--- src/rtl/sd_cmd_responder.sv ---
// Card-side SD CMD line responder: receives 48-bit host commands, hands them to card logic
// over REQ/ACK, and returns a 48-bit response after an NCR gap. Optional macro: SD_CMD_RESP_CRC_CHECK_EN.
module sd_cmd_responder #(
    parameter int unsigned NCR = 2
) (
    input  logic        CLK_SD_card,
    input  logic        reset,
    input  logic        cmd_from_host,
    output logic        cmd_to_host,
    output logic        cmd_to_host_oe,
    output logic        REQ_out,
    output logic [5:0]  cmd_index,
    output logic [31:0] cmd_arg,
    input  logic        ACK_in,
    input  logic [37:0] resp_index_arg,
    input  logic        resp_none,
    output logic        frame_error,
    output logic        busy
);

    localparam int unsigned FRAME_W = 48;
    localparam int unsigned BODY_W  = 40;
    localparam logic [5:0]  LAST_BIT = 6'(FRAME_W - 1);
    localparam logic [5:0]  GAP_LAST = 6'(NCR - 1);

    typedef enum logic [2:0] {
        S_IDLE, S_RECEIVE, S_CHECK, S_WAIT_ACK, S_GAP, S_SEND
    } state_t;

    state_t        r_state;
    state_t        w_state_next;
    logic [45:0]   r_frame;      // received bits [46:1] during capture, [45:0] once complete
    logic [5:0]    r_bit_cnt;
    logic [5:0]    r_gap_cnt;
    logic          r_frame_ok;
    logic [39:0]   r_tx_sr;
    logic [6:0]    r_tx_crc;
    logic          r_cmd_to_host;
    logic          r_oe;
    logic          r_req;
    logic [5:0]    r_cmd_index;
    logic [31:0]   r_cmd_arg;
    logic          r_frame_error;
    logic          r_busy;
    logic          w_crc_ok;
    logic          w_frame_ok;

    function automatic logic [6:0] crc7_step(input logic [6:0] crc, input logic bit_in);
        logic fb;
        fb = bit_in ^ crc[6];
        return {crc[5:0], 1'b0} ^ (fb ? 7'h09 : 7'h00);
    endfunction

`ifdef SD_CMD_RESP_CRC_CHECK_EN
    logic [6:0] r_rx_crc;

    // Running CRC over received bits [47:8]; the start bit contributes nothing from a zero seed.
    always_ff @(posedge CLK_SD_card or negedge reset) begin
        if (!reset) begin
            r_rx_crc <= '0;
        end else if (r_state == S_IDLE) begin
            r_rx_crc <= '0;
        end else if (r_state == S_RECEIVE && r_bit_cnt < 6'(BODY_W)) begin
            r_rx_crc <= crc7_step(r_rx_crc, cmd_from_host);
        end
    end

    assign w_crc_ok = (r_rx_crc == r_frame[6:0]);
`else
    assign w_crc_ok = 1'b1;
`endif

    always_ff @(posedge CLK_SD_card or negedge reset) begin
        if (!reset) r_state <= S_IDLE;
        else        r_state <= w_state_next;
    end

    // Validity is judged as the last bit (end bit) arrives, so frame_error lines up with CHECK.
    always_comb begin
        w_state_next = r_state;
        w_frame_ok   = r_frame[45] & cmd_from_host & w_crc_ok;
        case (r_state)
            S_IDLE:     if (!cmd_from_host) w_state_next = S_RECEIVE;
            S_RECEIVE:  if (r_bit_cnt == LAST_BIT) w_state_next = S_CHECK;
            S_CHECK:    w_state_next = r_frame_ok ? S_WAIT_ACK : S_IDLE;
            S_WAIT_ACK: if (ACK_in) w_state_next = resp_none ? S_IDLE : S_GAP;
            S_GAP:      if (r_gap_cnt == GAP_LAST) w_state_next = S_SEND;
            S_SEND:     if (r_bit_cnt == LAST_BIT) w_state_next = S_IDLE;
            default:    w_state_next = S_IDLE;
        endcase
    end

    always_ff @(posedge CLK_SD_card or negedge reset) begin
        if (!reset) begin
            r_frame       <= '0;
            r_bit_cnt     <= '0;
            r_gap_cnt     <= '0;
            r_frame_ok    <= 1'b0;
            r_tx_sr       <= '0;
            r_tx_crc      <= '0;
            r_cmd_to_host <= 1'b1;
            r_oe          <= 1'b0;
            r_req         <= 1'b0;
            r_cmd_index   <= '0;
            r_cmd_arg     <= '0;
            r_frame_error <= 1'b0;
            r_busy        <= 1'b0;
        end else begin
            r_frame_error <= 1'b0;
            r_busy        <= (w_state_next != S_IDLE);
            case (r_state)
                S_IDLE: begin
                    if (!cmd_from_host) begin
                        r_frame   <= '0;
                        r_bit_cnt <= 6'd1;
                    end
                end
                S_RECEIVE: begin
                    r_frame   <= {r_frame[44:0], cmd_from_host};
                    r_bit_cnt <= r_bit_cnt + 6'd1;
                    if (r_bit_cnt == LAST_BIT) begin
                        r_frame_ok    <= w_frame_ok;
                        r_frame_error <= !w_frame_ok;
                    end
                end
                S_CHECK: begin
                    if (r_frame_ok) begin
                        r_cmd_index <= r_frame[45:40];
                        r_cmd_arg   <= r_frame[39:8];
                        r_req       <= 1'b1;
                    end
                end
                S_WAIT_ACK: begin
                    if (ACK_in) begin
                        r_req     <= 1'b0;
                        r_tx_sr   <= {2'b00, resp_index_arg};
                        r_gap_cnt <= '0;
                    end
                end
                S_GAP: begin
                    if (r_gap_cnt == GAP_LAST) begin
                        r_cmd_to_host <= r_tx_sr[39];
                        r_oe          <= 1'b1;
                        r_tx_sr       <= {r_tx_sr[38:0], 1'b0};
                        r_tx_crc      <= crc7_step(7'd0, r_tx_sr[39]);
                        r_bit_cnt     <= '0;
                    end else begin
                        r_gap_cnt <= r_gap_cnt + 6'd1;
                    end
                end
                S_SEND: begin
                    // r_bit_cnt is the index of the bit now on the line; load the following one.
                    if (r_bit_cnt == LAST_BIT) begin
                        r_oe          <= 1'b0;
                        r_cmd_to_host <= 1'b1;
                    end else begin
                        r_bit_cnt <= r_bit_cnt + 6'd1;
                        if (r_bit_cnt < 6'(BODY_W - 1)) begin
                            r_cmd_to_host <= r_tx_sr[39];
                            r_tx_sr       <= {r_tx_sr[38:0], 1'b0};
                            r_tx_crc      <= crc7_step(r_tx_crc, r_tx_sr[39]);
                        end else if (r_bit_cnt < LAST_BIT - 6'd1) begin
                            r_cmd_to_host <= r_tx_crc[6];
                            r_tx_crc      <= {r_tx_crc[5:0], 1'b0};
                        end else begin
                            r_cmd_to_host <= 1'b1;
                        end
                    end
                end
                default: ;
            endcase
        end
    end

    assign cmd_to_host    = r_cmd_to_host;
    assign cmd_to_host_oe = r_oe;
    assign REQ_out        = r_req;
    assign cmd_index      = r_cmd_index;
    assign cmd_arg        = r_cmd_arg;
    assign frame_error    = r_frame_error;
    assign busy           = r_busy;

endmodule

--- config.mk ---
export PLATFORM = sky130hd
export DESIGN_NAME = sd_cmd_responder
export DESIGN_NICKNAME = d
export VERILOG_FILES = /design/src/rtl/sd_cmd_responder.sv
export SDC_FILE = /design/constraint.sdc
export NUM_CORES = 1
export LEC_CHECK = 0
export ABC_CLOCK_PERIOD_IN_PS = 4800
export CORE_AREA = 2 2 154 156
export DETAILED_ROUTE_END_ITERATION = 6
export DIE_AREA = 0 0 156 158
export DONT_BUFFER_PORTS = 1
export PLACE_DENSITY_LB_ADDON = 0.3
export SYNTH_ARGS = -nofsm -noshare
export SYNTH_HDL_FRONTEND = slang
export SYNTH_SLANG_ARGS = --single-unit
--- constraint.sdc ---
create_clock -name CLK_SD_card -period 4.8 [get_ports CLK_SD_card]
set_clock_uncertainty 0.1 [all_clocks]
set_input_delay 0.72 -clock CLK_SD_card [delete_from_list [all_inputs] [get_ports CLK_SD_card]]
set_output_delay 0.72 -clock CLK_SD_card [all_outputs]
set_load 0.01 [all_outputs]
==> summary.md <==
| Metric | Value |
|---|---|
| Post-CTS resize count | `0` |
| Hold WC Path Type | `primary input to asynchronous set/reset pin` |
| Achievable Freq | `340.1 MHz` |
| Worst Tran Pin Value | `1078 ps` |
| Worst vdd ir | `0.0004274 V` |
| Final setup viols | `0` |
| Sink Count | `152` |
| Critical Path RT | `5000 ps` |
| # fillers | `2271` |
| First drt pass iteration count | `4` |
| First-pass GRT wire length | `23340 um` |
| Crit path time final | `2940 ps` |
| Total negative setup slack | `0 ps` |
| Syn nets | `614` |
| I/O pin cnt | `86` |
| Vias in the first global route | `4290` |
| Synth Instances | `568` |
| Root Driver | `clkbuf_16` |
| Final Routed Wirelength | `14080 um` |
| Clock Latency Late Sink | `420 ps` |
| R2r worst-path depth | `4` |
| Largest net degree at the start of global routing | `152` |
| Antenna violations before repair | `0` |
| Post-route antenna net violation count | `0` |
| Worst rel slew slack | `28.12%` |
| Avg Inst Size Synth | `11.98 um2` |
| Register area share after synthesis | `55.90%` |
| DP Worst Slack | `1839 ps` |
| # nets final | `601` |
| Post-route setup slack | `1860 ps` |
| Most used DFF post-synth | `dfrtp_1` |
| Bufs on Longest Clock Path | `2` |
| Clock transition at path regs | `70 ps` |
| Outcome | `completed` |
| Vias per Instance | `4.871` |
| WL per Instance | `16.40 um` |
| Total power | `4814 uW` |
| Setup CP Type | `flop to flop` |
| R2r setup slk | `1860 ps` |
| Via Count | `4179` |
| Setup crit start | `r_state[1]` |
| GRT Overall Usage | `11.91%` |
| Multi-input logic area | `2781 um2` |
| Final core occ | `33.32%` |
| Synthesized flop and latch total | `152` |
| RR Endpoint | `r_tx_sr[13]` |
| Distinct cells, synth | `56` |
| Synth-to-layout area growth | `12.83%` |
| Ys Warns | `0` |
| I/O Buffers | `0` |
| GRT overflow | `0` |
| Startpoint types | `flop` |
| Die width | `156 um` |
| Die area | `24650 um2` |
| Remaining DRCs | `0` |
| Initial Util | `29.53%` |
| GP Congestion | `0.7824` |
| Setup bufs post-CTS | `0` |
| Worst Path Arrival | `3140 ps` |
| RSZ-0062 raised after global routing | `no` |
| Reg2reg start | `r_state[1]` |
| Share of layout cells above drive strength 1 | `22.36%` |
| Hpwl dp | `8789 um` |
| CTS H-tree lvls | `4` |
| Async set-reset flop share out of synthesis | `100.0%` |
| EDFF count, synth | `0` |
| Std-Cell Rows | `56` |
| 1st-iter DRT viols | `315` |
| Core area | `23050 um2` |
| CTS tree | `yes` |
| Netlist Area Pre-Place | `6807 um2` |
| Cts bufs inserted | `17` |
| Leakage power total | `0.003736 uW` |
| Sequential Area | `3805 um2` |
| Fin crit share | `61.25%` |
| Fin. Hold Viols | `0` |
| Worst Path Max Fanout | `48` |
| Power per cell area | `626.8 nW/um2` |
| Antenna diodes | `0` |
| Pins Over Slew Limit | `0` |
| Height of the die | `158 um` |
| Worst Setup End Kind | `flop` |
| Number of max-cap violations | `0` |
worst max-delay path: stages (launching register included):
cell and delay [ps]:
dfrtp_1 500, nand2b_2 730, o32ai_4 460, buf_4 630, mux2_4 350
worst max-delay path by stage:
stage / cells past startpoint / end
3_3_place_gp: 4 / r_tx_sr[12]
2_1_floorplan: 6 / r_tx_sr[10]
4_1_cts: 4 / r_tx_sr[7]
6_report: 4 / r_tx_sr[13]
5_1_grt: 4 / r_tx_sr[7]
3_5_place_dp: 4 / r_tx_sr[15]
cells in the mapped netlist (3+ instances only):
library cell    n  area (um2)
nand4_1         8       50.05
mux2_2         39       439.2
buf_2          11       55.05
a311oi_1        3       26.28
a22o_1         46       402.9
mux2_4         37       555.5
a21oi_1        10       50.05
nor3_1          6       30.03
clkbuf_1       12       45.04
nand3_1         5       25.02
inv_1          16       60.06
nand2b_1        4       25.02
and3_1          3       18.77
dfrtp_1       151        3779
mux2i_1         9       90.09
a31oi_1         5       31.28
nand2_1       122       457.9
o21ai_0         9       45.04
ha_1            3       37.54
buf_6           6       67.56
nor2_1         12       45.04
buf_1           5       18.77
logic make-up (layout without fill, tap and decap cells):
group                      after synthesis  after routing  synth area share [%]
AOI/OAI and AO/OA                       95             95                 11.54
xor gates and xnor gates                 4              4                0.5148
adders and majority gates                3              3                0.5515
buffers and inverters                   52             52                 3.805
DFF                                    152            152                 55.90
muxes                                   85             85                 15.94
and+or+nand+nor                        177            177                 11.75
per-stage QoR:
stage / hold WS [ps] / std cells / cell area, um2
detailed placement: 335.8 / 825 / 7032
floorplan: 324.4 / 568 / 6807
finish: 42.89 / 858 / 7680
CTS: 18.45 / 858 / 7680
global route: 11.01 / 858 / 7680
global placement: 335.5 / 825 / 7032
routing by layer:
metal	GRT usage, %	vias up	routed length (um)
li1	-	1978	-
met1	16.10	2094	6586
met2	18.50	99	6518
met3	4.298	8	885
met4	2.359	0	85
met5	0	-	0
registers in the layout, summed over array words and instances, names as in the netlist:
signal / flops
r_frame: 46
r_tx_sr: 40
cmd_arg: 32
r_tx_crc: 7
cmd_index: 6
r_bit_cnt: 6
r_gap_cnt: 6
r_state: 3
REQ_out: 1
busy: 1
cmd_to_host: 1
cmd_to_host_oe: 1
frame_error: 1
r_frame_ok: 1
cell usage in the layout, fill, tap and decap left out, types with 3 or more instances in the layout:
| master | Yosys | layout |
|---|---|---|
| mux2_2 | 39 | 39 |
| buf_4 | 1 | 3 |
| clkinv_8 | 0 | 4 |
| a22o_1 | 46 | 46 |
| dfrtp_1 | 151 | 151 |
| a31oi_1 | 5 | 5 |
| a311oi_1 | 3 | 3 |
| nor3_1 | 6 | 5 |
| mux2i_1 | 9 | 9 |
| and3_1 | 3 | 3 |
| nand2_1 | 122 | 122 |
| nand2b_1 | 4 | 4 |
| clkinv_4 | 0 | 3 |
| nand3_1 | 5 | 5 |
| ha_1 | 3 | 3 |
| nand4_1 | 8 | 8 |
| inv_8 | 0 | 5 |
| a21oi_1 | 10 | 10 |
| inv_1 | 16 | 16 |
| clkbuf_16 | 0 | 17 |
| o21ai_0 | 9 | 9 |
| nor2_1 | 12 | 11 |
| mux2_4 | 37 | 37 |
where the power goes:
part / leakage (uW) / internal (uW) / switching, uW / total (uW)
registers: 0.00200 / 1600 / 311 / 1910
clock network: 0.000303 / 755 / 626 / 1380
logic: 0.00143 / 721 / 802 / 1520
area by class of cell:
| cell class | count | area share [%] |
|---|---|---|
| clock buffers | 17 | 5.539 |
| clock inverters | 15 | 2.542 |
| inverters | 16 | 0.7820 |
| multi-input cells | 364 | 36.22 |
| flip-flops and latches | 152 | 49.54 |
| well taps | 290 | 4.725 |
| repair buffers | 4 | 0.6517 |
timing repair:
action | CTS | global route
setup endpoints to repair | 0 | 0
hold endpoints to repair | 151 | 0
hold buffers | 1 | 0
No activity file was read; power rests on OpenSTA's default activity.
==> patch 1: new RTL, same flow settings <==
Build with the macro `SD_CMD_RESP_CRC_CHECK_EN` defined.
--- a/src/rtl/sd_cmd_responder.sv
+++ b/src/rtl/sd_cmd_responder.sv
@@ -1,5 +1,7 @@
 // Card-side SD CMD line responder: receives 48-bit host commands, hands them to card logic
 // over REQ/ACK, and returns a 48-bit response after an NCR gap. Optional macro: SD_CMD_RESP_CRC_CHECK_EN.
+`define SD_CMD_RESP_CRC_CHECK_EN
+
 module sd_cmd_responder #(
     parameter int unsigned NCR = 2
 ) (
Check against the original RTL: same outputs for any inputs over 10 cycles, from zero or initial values and one cycle with reset low; that may be too few to reach the edited logic, so the function may still have changed.
==> patch 1 against the unedited design <==
Worst setup slack worse by 260 ps; critical path depth is 1 higher; routed wire length is 2.3% higher; die area stayed put; hold slack better by 2.1 ps; final cell count is 5.2% higher; area after synthesis is 3.3% higher; count of clock-buffer cells in the layout stayed put; final area is 3.2% higher; power is 11% lower; sequential cell count is 7 higher; critical endpoint is now r_tx_sr[27]$_DFFE_PN0P_; largest cell class unchanged.
==> patch 1: results (changes against the unedited design) <==
stage	metric	value	unit	change
finish	nets	646		+7.5%
global_route	vias in the first global route	4675		+9.0%
yosys	Synth cell types	57		+1.8%
sta	slew of the pin with the lowest slew margin	1190	ps	+111 ps
placed_design	Placer Congestion	0.818		+4.6%
worst_setup_path	slowest cell delay on critical path	930	ps	+200 ps
global_route	Total GRT Usage	12.3	%	+0.36 points
worst_setup_path	CP Max Fanout	42		-13%
finish	share of cells above drive strength 1	20.4	%	-2.0 points
placed_design	half-perimeter wire length after placement	9.17	mm	+4.3%
yosys	Post-synth top cells	158 x dfrtp_1, 137 x nand2_1, 77 x mux2_2		
global_route	global-route wire length before repair	23.8	mm	+2.1%
yosys	synth warn	0		unchanged
run_status	status	completed		
route	via count	4519		+8.1%
worst_setup_path	R2R depth	5		+1
yosys	top cells by area, synth	dfrtp_1 56%, mux2_2 12%, nand2_1 7.3%		
route	Antenna Nets Post-Route	0		unchanged
yosys	sequential area share after synthesis	56.6	%	+0.72 points
worst_setup_path	Slowest-stage cell, CP	o21ai_4		
worst_setup_path	WP data arrival	3410	ps	+270 ps
yosys	Synth Net Count	659		+7.3%
power	Lkg Pwr	3.47	nW	-7.1%
worst_setup_path	FF-to-FF End	r_tx_sr[27]$_DFFE_PN0P_		
route	DRT iter0 DRCs	204		-35%
worst_setup_path	CP startpoint	r_state[1]$_DFF_PN0_		
global_route	largest net degree at the start of global routing	159		+4.6%
power	VDD IR max	260	µV	-39%
worst_setup_path	FF-to-FF setup slack	1600	ps	-260 ps
route	final WL	14.4	mm	+2.3%
## patch 1: cell types whose count changed after synthesis, sizes merged, moves of 6 or more
| cell | unedited run | this run |
|---|---|---|
| dfrtp | 151 | 158 |
| nand4 | 8 | 2 |
| buf | 23 | 10 |
| nand2 | 122 | 137 |
| nand3 | 5 | 17 |
| clkbuf | 13 | 27 |
## patch 1: worst max-delay path by stage
stage	cells after the start	to	slack [ps]
finish	5	r_tx_sr[27]$_DFFE_PN0P_	1600
global route	5	r_tx_sr[35]$_DFFE_PN0P_	1450
CTS	5	r_tx_sr[9]$_DFFE_PN0P_	1590
detailed placement	5	r_tx_sr[9]$_DFFE_PN0P_	1620
global placement	5	r_tx_sr[16]$_DFFE_PN0P_	1720
floorplan	7	r_tx_sr[10]$_DFFE_PN0P_	2410
## patch 1: logic make-up (layout without fill, tap and decap cells)
logic type                 count (synthesis)  count (layout)  synth area share [%]
muxes                                     87              87                  13.8
buffers and inverters                     50              50                  3.28
and+or+nand+nor                          207             207                  13.4
adders and majority gates                  3               3                 0.534
AOI/OAI and AO/OA                         98              98                  11.2
DFF                                      159             159                  56.6
xor gates and xnor gates                   9               9                  1.12
## patch 1: metrics by stage
step | instances | hold WS, ps | setup WS [ps] | util, % | area, µm²
2_1_floorplan | 613 | 324 | 2410 | - | 7030
3_3_place_gp | 870 | 330 | 1720 | 31.5 | 7270
3_5_place_dp | 870 | 330 | 1620 | 31.5 | 7270
4_1_cts | 903 | 13.2 | 1590 | 34.4 | 7930
5_1_grt | 903 | 12.0 | 1450 | 34.4 | 7930
6_report | 903 | 45.0 | 1600 | 34.4 | 7930
## patch 1: cell type report
cell class	count	area, µm²
clock buffer	17	425
clock inverter	15	201
fill	2256	15100
inverter	13	48.8
multi-input combinational	404	2850
sequential	159	3980
tap	290	363
timing repair buffer	5	57.6
## patch 1: power breakdown
group | internal [mW] | switching (mW) | leakage, nW | total, mW
registers | 1.69 | 0.300 | 1.97 | 1.99
logic | 0.458 | 0.441 | 1.20 | 0.899
clock network | 0.719 | 0.666 | 0.302 | 1.39
total | 2.87 | 1.41 | 3.47 | 4.28
## patch 1: routing by layer
metal,vias to the layer above,wire [µm],global-route usage [%]
li1,2146,-,-
met1,2273,6480,15.2
met2,89,6810,19.9
met3,11,997,4.82
met4,0,123,3.67
met5,-,0,0
## patch 1: critical path: cells and delay by family, from the launching register on
kind / cells / cell delay, ps
and+or+nand+nor: 1 / 230
DFF: 1 / 570
muxes: 1 / 430
AOI/OAI and AO/OA: 2 / 1440
buffers and inverters: 1 / 280
==> patch 2: new RTL, same flow settings <==
Without the edit above. Encoding of `state_t`: now Gray code (3 bits for 6 states).
--- a/src/rtl/sd_cmd_responder.sv
+++ b/src/rtl/sd_cmd_responder.sv
@@ -24,7 +24,7 @@
     localparam logic [5:0]  GAP_LAST = 6'(NCR - 1);
 
     typedef enum logic [2:0] {
-        S_IDLE, S_RECEIVE, S_CHECK, S_WAIT_ACK, S_GAP, S_SEND
+        S_IDLE = 3'b000, S_RECEIVE = 3'b001, S_CHECK = 3'b011, S_WAIT_ACK = 3'b010, S_GAP = 3'b110, S_SEND = 3'b111
     } state_t;
 
     state_t        r_state;
Function: same outputs for any inputs over 10 cycles, from zero or initial values and one cycle with reset low; not proved beyond that.
==> patch 2 against the unedited design <==
Routed wire length is 0.89% higher; first-iteration DRC count is 7.0% lower; worst setup slack better by 29 ps; sequential cell count stayed put; area after synthesis is 2.9% higher; final area is 1.3% higher.
Power is not compared: it rests on default switching activity, and its combinational part moved more than twofold at a synthesized area within 25%.
==> patch 2: results (changes against the unedited design) <==
stage	metric	value	unit	change
yosys	synth warn	0		unchanged
route	routed len/inst	16.3	µm	-0.85%
worst_setup_path	WP data arrival	3110	ps	-30 ps
power	VDD IR max	210	µV	
finish	max reg flops	46		unchanged
clock_network	Clock transition at path regs	60	ps	
global_route	vias in the first global route	4519		+5.3%
sta	Min Hold Slack	42.7	ps	-0.228 ps
worst_setup_path	CP Max Fanout	40		-17%
worst_setup_path	FF-to-FF End	r_tx_sr[18]$_DFFE_PN0P_		
placed_design	half-perimeter wire length after placement	8.94	mm	+1.8%
global_route	global-route wire length before repair	23.9	mm	+2.2%
yosys	top cells by area, synth	dfrtp_1 54%, mux2_2 12%, mux2_4 8.1%		
clock_network	CTS root buf	clkbuf_16		
finish	Fillers	2264		-0.31%
placed_design	placed instance area	7160	µm²	+1.9%
placed_design	Placed Instances	841		+1.9%
finish	share of cells above drive strength 1	27.4	%	+5.1 points
route	number of vias per cell	4.91		+0.73%
route	TritonRoute pass-1 iters	5		+1
clock_network	Clock Path Buffers	2		unchanged
power	Lkg Pwr	3.71	nW	
placed_design	Placer Congestion	0.849		+8.5%
yosys	Synth Net Count	637		+3.7%
global_route	Total GRT Usage	12.3	%	+0.35 points
placed_design	worst slack, placed	1890	ps	+49.3 ps
worst_setup_path	R2R depth	6		+2
route	M1 WL	6.36	mm	-3.4%
yosys	sequential area share after synthesis	54.3	%	-1.6 points
route	final WL	14.2	mm	+0.89%
global_route	initial antenna violation count	0		unchanged
power	total power	2.74	mW	
worst_setup_path	CP startpoint	r_gap_cnt[1]$_DFFE_PN0P_		
worst_hold_path	Hold Crit Class	input pin to asynchronous set/reset pin		
route	routed wl met2	6.68	mm	+2.4%
route	DRT iter0 DRCs	293		-7.0%
clock_network	Worst-Skew Late Latency	420	ps	about the same
finish	nets	620		+3.2%
finish	# diodes	0		unchanged
global_route	met1 usage	15.1	%	-0.98 points
global_route	met3 usage	4.33	%	+0.027 points
yosys	Avg Cell Area, Syn	11.9	µm²	-0.56%
run_status	status	completed		
global_route	GR Layer Usage met2	19.9	%	+1.4 points
sta	Max Freq	344	MHz	+1.0%
yosys	Post-synth top cells	151 x dfrtp_1, 111 x nand2_1, 75 x mux2_2		
route	wire length on met3	932	µm	+5.3%
sta	Rel. slew slack	32.8	%	+4.6 points
==> patch 2: cell count changes in the layout (fill, tap and decap cells not counted), moves of 6 or more <==
cell | before | now
a22o_1 | 46 | 0
inv_1 | 16 | 7
mux2_2 | 39 | 75
nand2_1 | 122 | 110
nand3_1 | 5 | 54
nand4_1 | 8 | 2
o211ai_1 | 0 | 7
==> patch 2: final cells by class <==
cell class,count,share of cell area [%]
sequential,152,48.9
multi-input combinational,390,38.0
clock buffer,21,6.18
tap,290,4.66
clock inverter,10,1.38
timing repair buffer,3,0.547
inverter,7,0.338
==> patch 2: worst max-delay path, cell delays in order (launching register included) <==
cell and delay, ps:
dfrtp_1 410, inv_1 70, ha_1 120, or4b_4 470
o21ai_2 390, o221a_4 820, mux2_4 360
==> patch 2: cell families after synthesis <==
logic type | synth area share (%)
AOI/OAI and AO/OA | 5.82
xor gates and xnor gates | 0.500
and+or+nand+nor | 13.7
buffers and inverters | 3.80
DFF | 54.3
muxes | 20.8
adders and majority gates | 1.07
